## src/rtl/exc_ctrl.sv

```systemverilog
// Exception/interrupt sequencer for the single-cycle LEGv8 datapath.
// Prioritises invalid-opcode and IRQ causes and handshakes Exc/ExcAck/ERet.
module exc_ctrl #(
  parameter int IRQ_W  = 4,
  parameter int ACK_TO = 8
) (
  input  logic             clk,
  input  logic             reset,
  input  logic             invalid_op,
  input  logic             eret_instr,
  input  logic [IRQ_W-1:0] irq,
  input  logic [IRQ_W-1:0] irq_mask,
  input  logic             ExcAck,
  output logic             Exc,
  output logic [3:0]       EStatus,
  output logic             ERet,
  output logic             busy,
  output logic             double_fault,
  output logic             ack_timeout
);

  typedef enum logic [1:0] {
    IDLE,
    REQ,
    HANDLER
  } state_t;

  state_t           state_q, state_d;
  logic [IRQ_W-1:0] pend_q, pend_d;
  logic [IRQ_W-1:0] prev_q;
  logic [IRQ_W-1:0] clr;
  logic [3:0]       es_q, es_d;
  logic [7:0]       cnt_q, cnt_d;
  logic             df_q, df_d;
  logic             ato_q, ato_d;
  logic             irq_hit;
  logic [3:0]       irq_code;

  // Lowest enabled pending line wins: scan high to low, last hit sticks.
  always_comb begin
    irq_hit  = 1'b0;
    irq_code = 4'h0;
    for (int i = IRQ_W - 1; i >= 0; i--) begin
      if (pend_q[i] & irq_mask[i]) begin
        irq_hit  = 1'b1;
        irq_code = 4'(i + 2);
      end
    end
  end

  always_comb begin
    state_d = state_q;
    es_d    = es_q;
    cnt_d   = cnt_q;
    df_d    = df_q;
    ato_d   = ato_q;
    clr     = '0;
    unique case (state_q)
      IDLE: begin
        if (invalid_op) begin
          state_d = REQ;
          es_d    = 4'h1;
          cnt_d   = 8'd0;
        end else if (irq_hit) begin
          state_d = REQ;
          es_d    = irq_code;
          cnt_d   = 8'd0;
        end
      end
      REQ: begin
        if (ExcAck) begin
          state_d = HANDLER;
          for (int i = 0; i < IRQ_W; i++) begin
            if (es_q == 4'(i + 2)) clr[i] = 1'b1;
          end
        end else if (cnt_q == 8'(ACK_TO - 1)) begin
          state_d = IDLE;
          ato_d   = 1'b1;
        end else begin
          cnt_d = cnt_q + 8'd1;
        end
      end
      HANDLER: begin
        if (eret_instr) begin
          state_d = IDLE;
        end else if (invalid_op) begin
          df_d = 1'b1;
        end
      end
      default: state_d = IDLE;
    endcase
    // A new rising edge beats a same-cycle ack clear.
    pend_d = (pend_q & ~clr) | (irq & ~prev_q);
  end

  always_ff @(posedge clk or posedge reset) begin
    if (reset) begin
      state_q <= IDLE;
      pend_q  <= '0;
      prev_q  <= '0;
      es_q    <= 4'h0;
      cnt_q   <= 8'd0;
      df_q    <= 1'b0;
      ato_q   <= 1'b0;
    end else begin
      state_q <= state_d;
      pend_q  <= pend_d;
      prev_q  <= irq;
      es_q    <= es_d;
      cnt_q   <= cnt_d;
      df_q    <= df_d;
      ato_q   <= ato_d;
    end
  end

  assign Exc          = (state_q == REQ);
  assign EStatus      = es_q;
  assign ERet         = eret_instr & (state_q == HANDLER);
  assign busy         = (state_q != IDLE);
  assign double_fault = df_q;
  assign ack_timeout  = ato_q;

endmodule

```

## config.mk

```make
export PLATFORM = sky130hd
export DESIGN_NAME = exc_ctrl
export DESIGN_NICKNAME = d
export VERILOG_FILES = /design/src/rtl/exc_ctrl.sv
export SDC_FILE = /design/constraint.sdc
export NUM_CORES = 1
export LEC_CHECK = 0
export ABC_AREA = 1
export CORE_UTILIZATION = 54
export CTS_CLUSTER_DIAMETER = 80
export DETAILED_ROUTE_END_ITERATION = 8
export GPL_TIMING_DRIVEN = 0
export MAX_ROUTING_LAYER = met4
export PLACE_DENSITY = 0.94
export SYNTH_ARGS = -nofsm -noshare
export SYNTH_HDL_FRONTEND = slang
export SYNTH_SLANG_ARGS = --single-unit
```

## constraint.sdc

```tcl
create_clock -name clk -period 2.9 [get_ports clk]
set_input_delay 0.29 -clock clk [delete_from_list [all_inputs] [get_ports clk]]
set_output_delay 0.29 -clock clk [all_outputs]
set_load 0.05 [all_outputs]
```

## After elaboration in Yosys (flattened, before gate mapping)

Index checks and enable logic that the tools add are counted.

- Word-level logic and storage cells: 68
- Register bits after elaboration: 24

- Multiplexer cells: 27
- Add/sub/neg operators: 1
- Equal/unequal tests: 12
- Bitwise logic cells: 12
- Reduce and logical (&&, ||, !) cells: 9

Operators by type and width:

| kind | number |
|---|---|
| two-way mux 8 bit | 4 |
| two-way mux 4 bit | 7 |
| one-hot mux 8 bit (2 select lines) | 1 |
| two-way mux 2 bit | 5 |
| AND reduction 3 bit | 3 |
| adder 8 x 1 -> 8 bit, second input constant | 1 |
| bitwise AND 4 bit | 2 |
| equality test 4 x 2 -> 1 bit, second input constant | 2 |
| equality test 4 x 3 -> 1 bit, second input constant | 2 |
| equality test 8 x 3 -> 1 bit, second input constant | 1 |
| two-way mux 1 bit | 8 |
| inverter 4 bit | 2 |
| != test 2 bit, second input constant | 3 |
| one-hot mux 2 bit (3 select lines) | 1 |
| nonzero test 2 bit | 3 |
| bitwise AND 1 bit | 5 |
| bitwise OR 4 bit | 1 |
| AND reduction 4 bit | 1 |
| two-way mux 3 bit | 1 |
| != test 3 x 2 -> 1 bit, second input constant | 1 |
| != test 3 bit, second input constant | 1 |
| equality test 2 x 1 -> 1 bit, second input constant | 1 |
| equality test 2 bit, second input constant | 1 |
| zero test 2 bit | 1 |
| 2 further kinds | 3 |

## Logic depth before layout (Yosys ltp)

Gate-level depths: netlist of run 1.

- Word-level depth: 8
- Mapped depth: 9
- Gate-level depth less buffers: 9

## Worst setup path after synthesis of run 1

Ideal clock, no wire load.

- Path type: flip-flop to output port
- Start point: register state_q[0]
- End point: output ERet
- Stages on the path, launching flop included: 4
- Slack: 1.433 ns
- Arrival time: 1.177 ns
- Required time: 2.610 ns
- Buffers on the path: 0
- Path through: dfrtp_1 -> inv_1 -> nand2_1 -> nor2_1

- Cells in the longest elaborated chain, start to end: 2

Ends and longest elaborated chain:

| element | line | source |
|---|---|---|
| start: declaration | 28 | `state_t state_q, state_d;` |
| start signal: assignment | 106 | `state_q <= state_d;` |
| equality test 2 bit | 118 | `assign ERet = eret_instr & (state_q == HANDLER);` |
| bitwise AND 1 bit | 118 |  |
| end: declaration | 16 | `output logic ERet,` |

No other way between the ends.

## Worst setup path after layout of run 1

- Start point: register state_q[1]
- End point: output busy

- Cells in the longest elaborated chain, start to end: 1

Ends and longest elaborated chain:

| element | line | source |
|---|---|---|
| nonzero test 2 bit | 119 | `assign busy = (state_q != IDLE);` |
| end: declaration | 17 | `output logic busy,` |

No other way between the ends.

==> run_results.csv, run 1 <==
group,metric,value,unit
clocking,cts_hold_buf,0,
synthesis,synthXorXnorAreaFrac,0,%
placed_design,gp_congestion,0.8457,
pwr,p_int,0.6330,mW
routing,vias,1053,
layout,final_cell_area,1444,um2
clocking,numCtsBuffers,3,
floorplan,fp-row-count,16,
floorplan,die_area,2383,um2
synthesis,synth_adder_area_share,1.057,%
setup_path,crit_type,"flip-flop to primary output",
setup_path,critical_path.max_stage_delay,0.70,ns
layout,drive_gt1_share,8.046,%
sta,clock_skew,0.009427,ns
grt,track_usage,25.26,%
synthesis,synthSimpleGateAreaFrac,31.82,%
floorplan,fp.dieH,48.82,um
sta,worst_pin_slew,0.8548,ns
setup_path,critPathCaptureType,"primary output",
pwr,swShare,47.29,%
routing,first_pass_iters,4,
sta,rsz0062_at_grt,"no",
job,drv_cap,0,
routing,drt-total-wl,2577,um
status,outcome,"finished clean",
clocking,clk_pin_slew,0.13,ns
pwr,power_leakage,0.7072,nW
synthesis,yosys_warnings,0,
clocking,clock_latency,0.31,ns
synthesis,synth_nets,164,
pwr,power.switching,0.5679,mW
layout,finalNetCount,189,
setup_path,crit_slowest_cell,"clkdlybuf4s50_1",
pwr,powerDensity,831.7,nW/um2
floorplan,start_util,59.12,%
floorplan,io_pins,22,
pwr,power_frac_comb,50.9,%
routing,drt.antenna.violating_nets,0,
routing,drc,0,
synthesis,ys_ff_latch,23,
layout,area_growth_syn_to_layout,21.99,%
layout,final_util,72.13,%
setup_path,crit_path_start_kind,"flip-flop",
synthesis,yosysUniqueCellTypes,25,
clocking,cts_root_buf,"clkbuf_4",
sta,maxSlewViolCount,0,
placed_design,io_buffers,20,
setup_path,required,2.61,ns
min_path,hold_path.class,"flip-flop to flip-flop",
clocking,cts_tree,"yes",
synthesis,synth_top_family_by_area,"simple AND/OR/NAND/NOR gates",
clocking,postCtsSetupBuffers,0,
clocking,post_cts_resized,0,
synthesis,yosys-mux-area-fraction,0,%
pwr,p_seq_share,36.8,%
setup_path,worst-path-max-fanout,4,
pwr,max-vdd-ir-drop,0.7381,mV
grt,grt_max_degree,24,
placed_design,hpwl,1904,um
synthesis,syn_avg_cell_area,7.891,um2
setup_path,reg2regPathDepth,6,
sta,slew_headroom,42.95,%
routing,routed_via_density,5.239,
layout,num_antenna_cells,0,
routing,wl_per_cell,12.82,um
floorplan,die_w,48.82,um
pwr,p_total,1.201,mW
setup_path,crit_chain,"nor2_1 -> inv_1 -> clkdlybuf4s50_1",
setup_path,arrival,1.83,ns
grt,grt_antenna_before_repair,0,
placed_design,placed_area,1418,um2
synthesis,synth_area,1184,um2
floorplan,core_area,2002,um2
routing,drt_first_iter_violations,32,
clocking,cts_buffer_depth,2,
synthesis,ys_seq_area_share,48.63,%
grt,grt_pass1_vias,1043,
clocking,h-tree-depth,1,
sta,finalHoldViolCount,0,
sta,setup_tns,0,ns
clocking,cts.sinks,23,
pwr,p_clk_share,12.3,%
grt,grt_pass1_wl,4429,um
sta,setup_viol,0,
sta,fin_crit_sh,72.96,%
min_path,hold_depth,1,
sta,min_period,2.116,ns
synthesis,synthCells,150,
grt,overflow,0,
synthesis,synth_compound_area_share,9.725,%
sta,max_freq,0.4727,GHz
[cell usage after synthesis]
library cell,instances,share of area (%)
buf_4,2,1.3
o21ai_0,9,3.8
or2_1,1,0.53
nor3_1,2,0.85
inv_1,20,6.3
o21ai_2,1,0.74
nor2_8,1,1.7
nor2_2,1,0.53
ha_1,1,1.1
clkinv_1,1,0.32
o21bai_1,1,0.63
nand2_1,43,14
nor2_1,13,4.1
a21oi_1,3,1.3
nor2_4,1,0.95
or2_2,1,0.53
o21ai_1,3,1.3
conb_1,1,0.32
a21o_1,1,0.63
dfrtp_1,23,49
nand3_2,1,0.85
o21ai_4,1,1.4
nand3_1,17,7.2
inv_4,1,0.53
nand2_4,1,0.95
[layer usage]
metal	vias up	GRT usage, %	wire, um
li1	518	-	-
met1	490	29.13	1104
met2	38	44.21	1307
met3	7	4.050	119
met4	0	9.314	45
met5	-	-	0
[per-stage QoR]
stage | hold WS (ns) | setup slack, ns | std cells
finish | 0.4231 | 0.7843 | 201
global route | 0.4128 | 0.6848 | 201
CTS | 0.4187 | 0.7729 | 201
detailed placement | 0.4062 | 0.9128 | 197
global placement | 0.3970 | 0.9221 | 197
floorplan | 0.2919 | 1.433 | 150
[worst paths after layout]
kind / start / slack [ns] / end
setup / recovery: state_q[1]$_DFFE_PP0P_ / 0.78 / busy
setup reg to reg: cnt_q[0]$_DFFE_PP0P_ / 1.41 / cnt_q[3]$_DFFE_PP0P_
min in group asynchronous: reset / 0.43 / pend_q[3]$_DFF_PP0_
hold / removal: prev_q[0]$_DFF_PP0_ / 0.42 / pend_q[0]$_DFF_PP0_
max in group asynchronous: reset / 1.94 / cnt_q[2]$_DFFE_PP0P_
hold reg to reg: prev_q[0]$_DFF_PP0_ / 0.42 / pend_q[0]$_DFF_PP0_
[kinds of logic (layout without fill, tap and decap cells)]
| family | Yosys count | after routing |
|---|---|---|
| AND/OR/NAND/NOR | 82 | 82 |
| buffers and inverters | 24 | 48 |
| flip-flops | 23 | 23 |
| AO/OA/AOI/OAI | 19 | 19 |
| adder cells (fa/ha/maj) | 1 | 1 |
| other | 1 | 1 |
[state kept, by name, summed over array words and instances (netlist names)]
signal        count
EStatus           3
ack_timeout       1
cnt_q             8
double_fault      1
pend_q            4
prev_q            4
state_q           2
[layout make-up]
type / count / area [um2]
Buffer: 2 / 15.01
Clock buffer: 4 / 26.28
Fill cell: 160 / 558.0
Inverter: 22 / 85.08
Multi-Input combinational cell: 103 / 508.0
Sequential cell: 23 / 575.6
Tap cell: 27 / 33.78
Timing Repair Buffer: 20 / 200.2
[power by group through the flow]
stage          registers (mW)  clock network, mW  logic (mW)
6_report                0.442              0.148       0.611
2_1_floorplan           0.529                  0       0.341
3_3_place_gp            0.444                  0       0.594
5_1_grt                 0.454              0.168       0.655
4_1_cts                 0.441              0.155       0.611
3_5_place_dp            0.447                  0       0.607
[layout by cell type, fill, tap and decap left out]
| cell type | n |
|---|---|
| or2_2 | 1 |
| dfrtp_1 | 23 |
| nand2_1 | 43 |
| clkbuf_1 | 1 |
| o21ai_2 | 1 |
| o21bai_1 | 1 |
| clkdlybuf4s50_1 | 20 |
| nor2_4 | 1 |
| clkinv_1 | 1 |
| nor2_2 | 1 |
| nand2_4 | 1 |
| nand3_1 | 17 |
| o21ai_1 | 3 |
| nor3_1 | 2 |
| buf_4 | 2 |
| conb_1 | 1 |
| inv_4 | 1 |
| a21oi_1 | 3 |
| inv_1 | 20 |
| clkbuf_4 | 3 |
| o21ai_0 | 9 |
| a21o_1 | 1 |
| nand3_2 | 1 |
| o21ai_4 | 1 |
| or2_1 | 1 |
| nor2_8 | 1 |
| nor2_1 | 13 |
| ha_1 | 1 |
[worst max-delay path, delay by kind of cell (launching register included)]
family        cells  cell delay, ns
simple gates      1            0.29
flops             1            0.45
buf+inv           2            0.77
No activity file was read; power rests on OpenSTA's default activity.
==> inputs of run 2 (changes only) <==
Settings changed: CORE_UTILIZATION 54 to 46, PLACE_DENSITY 0.94 to 0.87.
Clock period 2.9 ns to 1.9 ns, I/O delays scaled along.
==> run_results.csv, run 2 (synthesis gave the netlist of run 1 again) <==
group,metric,value,unit
grt,grt_pass1_wl,4353,um
routing,wl_per_cell,12.66,um
floorplan,die_w,52.73,um
setup_path,ff2ff_setup_slack,0.36,ns
placed_design,hpwl,1966,um
routing,routed_via_density,5.191,
job,drv_cap,0,
min_path,hold_path.class,"input pin to flip-flop",
sta,setup_viol,0,
pwr,power_leakage,0.7172,nW
setup_path,critical_path.startpoint,"EStatus[0]$_DFFE_PP0P_",
clocking,numCtsBuffers,3,
setup_path,critical_path.max_stage_delay,0.83,ns
layout,area_growth_syn_to_layout,22.09,%
sta,fin_crit_sh,92.97,%
sta,worst_pin_slew,0.8668,ns
layout,finalNetCount,189,
min_path,hold_depth,1,
routing,drt_first_iter_violations,32,
routing,drc,0,
routing,drt.antenna.violating_nets,0,
floorplan,start_util,48.22,%
clocking,cts.sinks,23,
sta,slew_headroom,42.15,%
sta,rsz0062_at_grt,"no",
setup_path,reg2regPathDepth,6,
sta,holdWs,0.3321,ns
sta,fin_ws,0.1335,ns
setup_path,crit_type,"flip-flop to primary output",
setup_path,critPathBufInv,1,
sta,maxSlewViolCount,0,
routing,vias,1059,
floorplan,fp.dieH,52.73,um
sta,finalHoldViolCount,0,
clocking,clk_pin_slew,0.14,ns
layout,drive_gt1_share,8.621,%
routing,first_pass_iters,4,
setup_path,worst-path-max-fanout,4,
grt,grt_antenna_before_repair,0,
floorplan,core_area,2455,um2
sta,setup_tns,0,ns
layout,mostFrequentLayoutCell,"nand2_1",
layout,fillCellCount,228,
sta,clock_skew,0.006531,ns
grt,overflow,0,
placed_design,dpl_worst_slack,0.08117,ns
setup_path,r2r_end,"cnt_q[5]$_DFFE_PP0P_",
grt,track_usage,22.23,%
status,outcome,"finished clean",
grt,grt_pass1_vias,989,
routing,drt-total-wl,2582,um
clocking,clock_latency,0.31,ns
clocking,cts_buffer_depth,2,
layout,num_antenna_cells,0,
layout,final_cell_mix,"nand2_1, dfrtp_1, inv_1",
sta,max_freq,0.5661,GHz
min_path,hp-start,"irq[1]",
placed_design,gp_congestion,0.8386,
setup_path,r2r_start,"cnt_q[0]$_DFFE_PP0P_",
grt,grt_max_degree,24,
layout,top_register,"cnt_q",
pwr,max-vdd-ir-drop,1.128,mV
setup_path,crit_slowest_cell,"clkdlybuf4s50_1",
setup_path,required,1.71,ns
clocking,cts_root_buf,"clkbuf_4",
clocking,cts_tree,"yes",
layout,largestRegisters,"cnt_q (8), pend_q (4), prev_q (4)",
setup_path,critPathCaptureType,"primary output",
setup_path,crit_family,"buffers and inverters",
setup_path,arrival,1.58,ns
pwr,powerDensity,1267,nW/um2
setup_path,crit_chain,"clkdlybuf4s50_1",
floorplan,io_pins,22,
min_path,worstHoldEndpoint,"prev_q[1]$_DFF_PP0_",
clocking,postCtsSetupBuffers,0,
setup_path,crit_path_start_kind,"flip-flop",
sta,min_period,1.766,ns
clocking,h-tree-depth,1,
layout,largest_reg_flops,8,
placed_design,io_buffers,20,
floorplan,fp-row-count,18,
floorplan,die_area,2780,um2
[run 2: per-layer routing]
metal  global-route usage, %  up-vias  share of wire, %
met2                   39.03       39                51
li1                        -      516                 -
met3                   4.058        6               5.1
met4                   6.579        0               1.4
met5                       -        -                 0
met1                   25.64      498                42
[run 2: how the worst max path moves through the flow]
stage	endpoint	slack [ns]	cells past startpoint
finish	EStatus[0]	0.13	1
global placement	ERet	0.12	4
detailed placement	ERet	0.08	4
CTS	EStatus[0]	0.15	1
global route	EStatus[0]	0.09	1
floorplan	cnt_q[0]$_DFFE_PP0P_	0.52	6
[run 2: area by class of cell]
| cell class | count | area (um2) | area share (%) |
|---|---|---|---|
| timing repair buffer | 20 | 196.4 | 13.59 |
| clock inverter | 1 | 5.005 | 0.3463 |
| buffer | 2 | 15.01 | 1.039 |
| inverter | 22 | 85.08 | 5.887 |
| clock buffer | 3 | 22.52 | 1.558 |
| tap | 30 | 37.54 | 2.597 |
| sequential | 23 | 575.6 | 39.83 |
| multi-input combinational | 103 | 508.0 | 35.15 |
[run 2: power breakdown]
| part | internal [mW] | switching (mW) |
|---|---|---|
| clock network | 0.0785 | 0.151 |
| logic | 0.273 | 0.645 |
| registers | 0.590 | 0.0937 |
[run 2: metrics by stage]
stage                     utilization, %  instances  power (mW)  cell area (um2)
after global routing               58.87        204       1.946             1445
after detailed placement           57.90        200       1.625             1421
after CTS                          58.87        204       1.830             1445
after global placement             57.90        200       1.583             1421
final                              58.87        204       1.831             1445
after floorplan                        -        150       1.329             1184
[run 2: timing repair]
action,4_1_cts,5_1_grt
hold endpoints to repair,0,0
hold buffers,0,0
setup endpoints to repair,3,0
gates resized for setup,3,0
==> inputs of run 3 (changes only) <==
Settings changed: CORE_UTILIZATION 46 to 40, PLACE_DENSITY 0.87 to 0.76.
Clock period 1.9 ns to 2.1 ns, I/O delays scaled along.
==> run_results.csv, run 3 (synthesis gave the netlist of run 1 again) <==
group,metric,value,unit
sta,finalHoldViolCount,0,
sta,clock_skew,0.004230,ns
setup_path,r2r_start,"cnt_q[0]$_DFFE_PP0P_",
pwr,max-vdd-ir-drop,0.8705,mV
routing,drt-total-wl,2376,um
layout,finalNetCount,189,
floorplan,die_w,56.40,um
grt,grt_max_degree,24,
sta,fin_crit_sh,95.24,%
sta,worst_pin_slew,0.8729,ns
sta,max_freq,0.5000,GHz
status,outcome,"finished clean",
setup_path,crit_family,"buffers and inverters",
grt,grt_pass1_wl,4333,um
pwr,p_clk_share,12.4,%
routing,wl_per_cell,11.59,um
clocking,h-tree-depth,1,
pwr,power_leakage,0.7248,nW
setup_path,crit_type,"flip-flop to primary output",
setup_path,cp.depth,3,
routing,vias,1030,
floorplan,die_area,3180,um2
sta,maxSlewViolCount,0,
routing,drt.antenna.violating_nets,0,
layout,final_util,52.18,%
min_path,hold_path.class,"input pin to flip-flop",
setup_path,crit_path_start_kind,"flip-flop",
setup_path,crit_chain,"nor2_1 -> inv_1 -> clkdlybuf4s50_1",
layout,top_register,"cnt_q",
setup_path,ff2ff_setup_slack,0.62,ns
pwr,swShare,47.32,%
sta,fin_ws,0.09991,ns
routing,drc,0,
grt,grt_antenna_before_repair,0,
grt,track_usage,17.88,%
layout,mostFrequentLayoutCell,"nand2_1",
pwr,p_total,1.659,mW
clocking,cts.sinks,23,
pwr,p_seq_share,37.0,%
pwr,power_frac_comb,50.6,%
sta,setup_viol,0,
setup_path,reg2regPathDepth,6,
floorplan,fp.dieH,56.40,um
grt,grt_pass1_vias,1025,
grt,overflow,0,
sta,rsz0062_at_grt,"no",
floorplan,core_area,2781,um2
min_path,hp-start,"irq[1]",
layout,num_antenna_cells,0,
layout,final_cell_mix,"nand2_1, dfrtp_1, inv_1",
layout,largestRegisters,"cnt_q (8), pend_q (4), prev_q (4)",
setup_path,worst-path-max-fanout,4,
layout,largest_reg_flops,8,
min_path,worstHoldEndpoint,"prev_q[1]$_DFF_PP0_",
placed_design,gp_congestion,0.8009,
sta,slew_headroom,41.75,%
layout,area_growth_syn_to_layout,22.62,%
setup_path,required,1.89,ns
layout,drive_gt1_share,8.046,%
pwr,power.switching,0.7850,mW
min_path,hold_depth,1,
setup_path,arrival,1.79,ns
sta,min_period,2.000,ns
placed_design,hpwl,1856,um
placed_design,dpl_worst_slack,0.2077,ns
routing,drt_first_iter_violations,34,
setup_path,critPathBufInv,2,
floorplan,fp-row-count,19,
sta,setup_tns,0,ns
floorplan,start_util,42.56,%
clocking,clk_pin_slew,0.12,ns
clocking,postCtsSetupBuffers,0,
pwr,p_int,0.8739,mW
clocking,clock_latency,0.31,ns
pwr,powerDensity,1143,nW/um2
routing,first_pass_iters,4,
clocking,post_cts_resized,0,
setup_path,crit_slowest_cell,"clkdlybuf4s50_1",
clocking,cts_hold_buf,0,
routing,routed_via_density,5.024,
placed_design,io_buffers,20,
clocking,cts_root_buf,"clkbuf_4",
setup_path,critPathCaptureType,"primary output",
setup_path,r2r_end,"cnt_q[5]$_DFFE_PP0P_",
job,drv_cap,0,
floorplan,io_pins,22,
setup_path,critical_path.max_stage_delay,0.70,ns
clocking,cts_tree,"yes",
clocking,cts_buffer_depth,2,
clocking,numCtsBuffers,3,
==> run 3: changes by cell type in the layout (fill, tap and decap cells not counted), sizes merged <==
cell,before,now
dlygate4sd2,3,0
clkdlybuf4s50,17,19
clkbuf,3,4
clkinv,2,1
dlymetal6s2s,0,1
==> run 3: power groups by stage <==
stage | Clock, mW | Combinational (mW) | Sequential (mW)
2_1_floorplan | 0 | 0.471 | 0.731
3_3_place_gp | 0 | 0.824 | 0.615
3_5_place_dp | 0 | 0.841 | 0.622
4_1_cts | 0.214 | 0.844 | 0.614
5_1_grt | 0.233 | 0.913 | 0.628
6_report | 0.206 | 0.839 | 0.614
==> run 3: cell type report <==
class | count | area [um2]
Multi-Input combinational cell | 103 | 508.0
Timing Repair Buffer | 20 | 202.7
Clock buffer | 4 | 26.28
Fill cell | 281 | 1330
Tap cell | 31 | 38.79
Sequential cell | 23 | 575.6
Inverter | 22 | 85.08
Buffer | 2 | 15.01
==> run 3: metrics by stage <==
stage                     hold WS, ns  cells  instance area (um2)
after CTS                      0.3456    205                 1449
final                          0.3525    205                 1451
after global placement         0.3963    201                 1423
after global routing           0.3454    205                 1451
after detailed placement       0.4080    201                 1423
after floorplan                0.2119    150                 1184
==> run 3: per-layer routing <==
layer	vias to the layer above	track usage (%)	part of all wire (%)
met1	485	19.79	42
met3	6	4.378	3.5
met2	20	31.29	53
met5	-	-	0
li1	519	-	-
met4	0	6.272	1.6
==> run 3: worst max path at each step <==
stage,start,end
floorplan,state_q[0]$_DFFE_PP0P_,ERet
global placement,eret_instr,ERet
detailed placement,eret_instr,ERet
CTS,state_q[0]$_DFFE_PP0P_,ERet
global route,state_q[1]$_DFFE_PP0P_,busy
finish,state_q[1]$_DFFE_PP0P_,busy
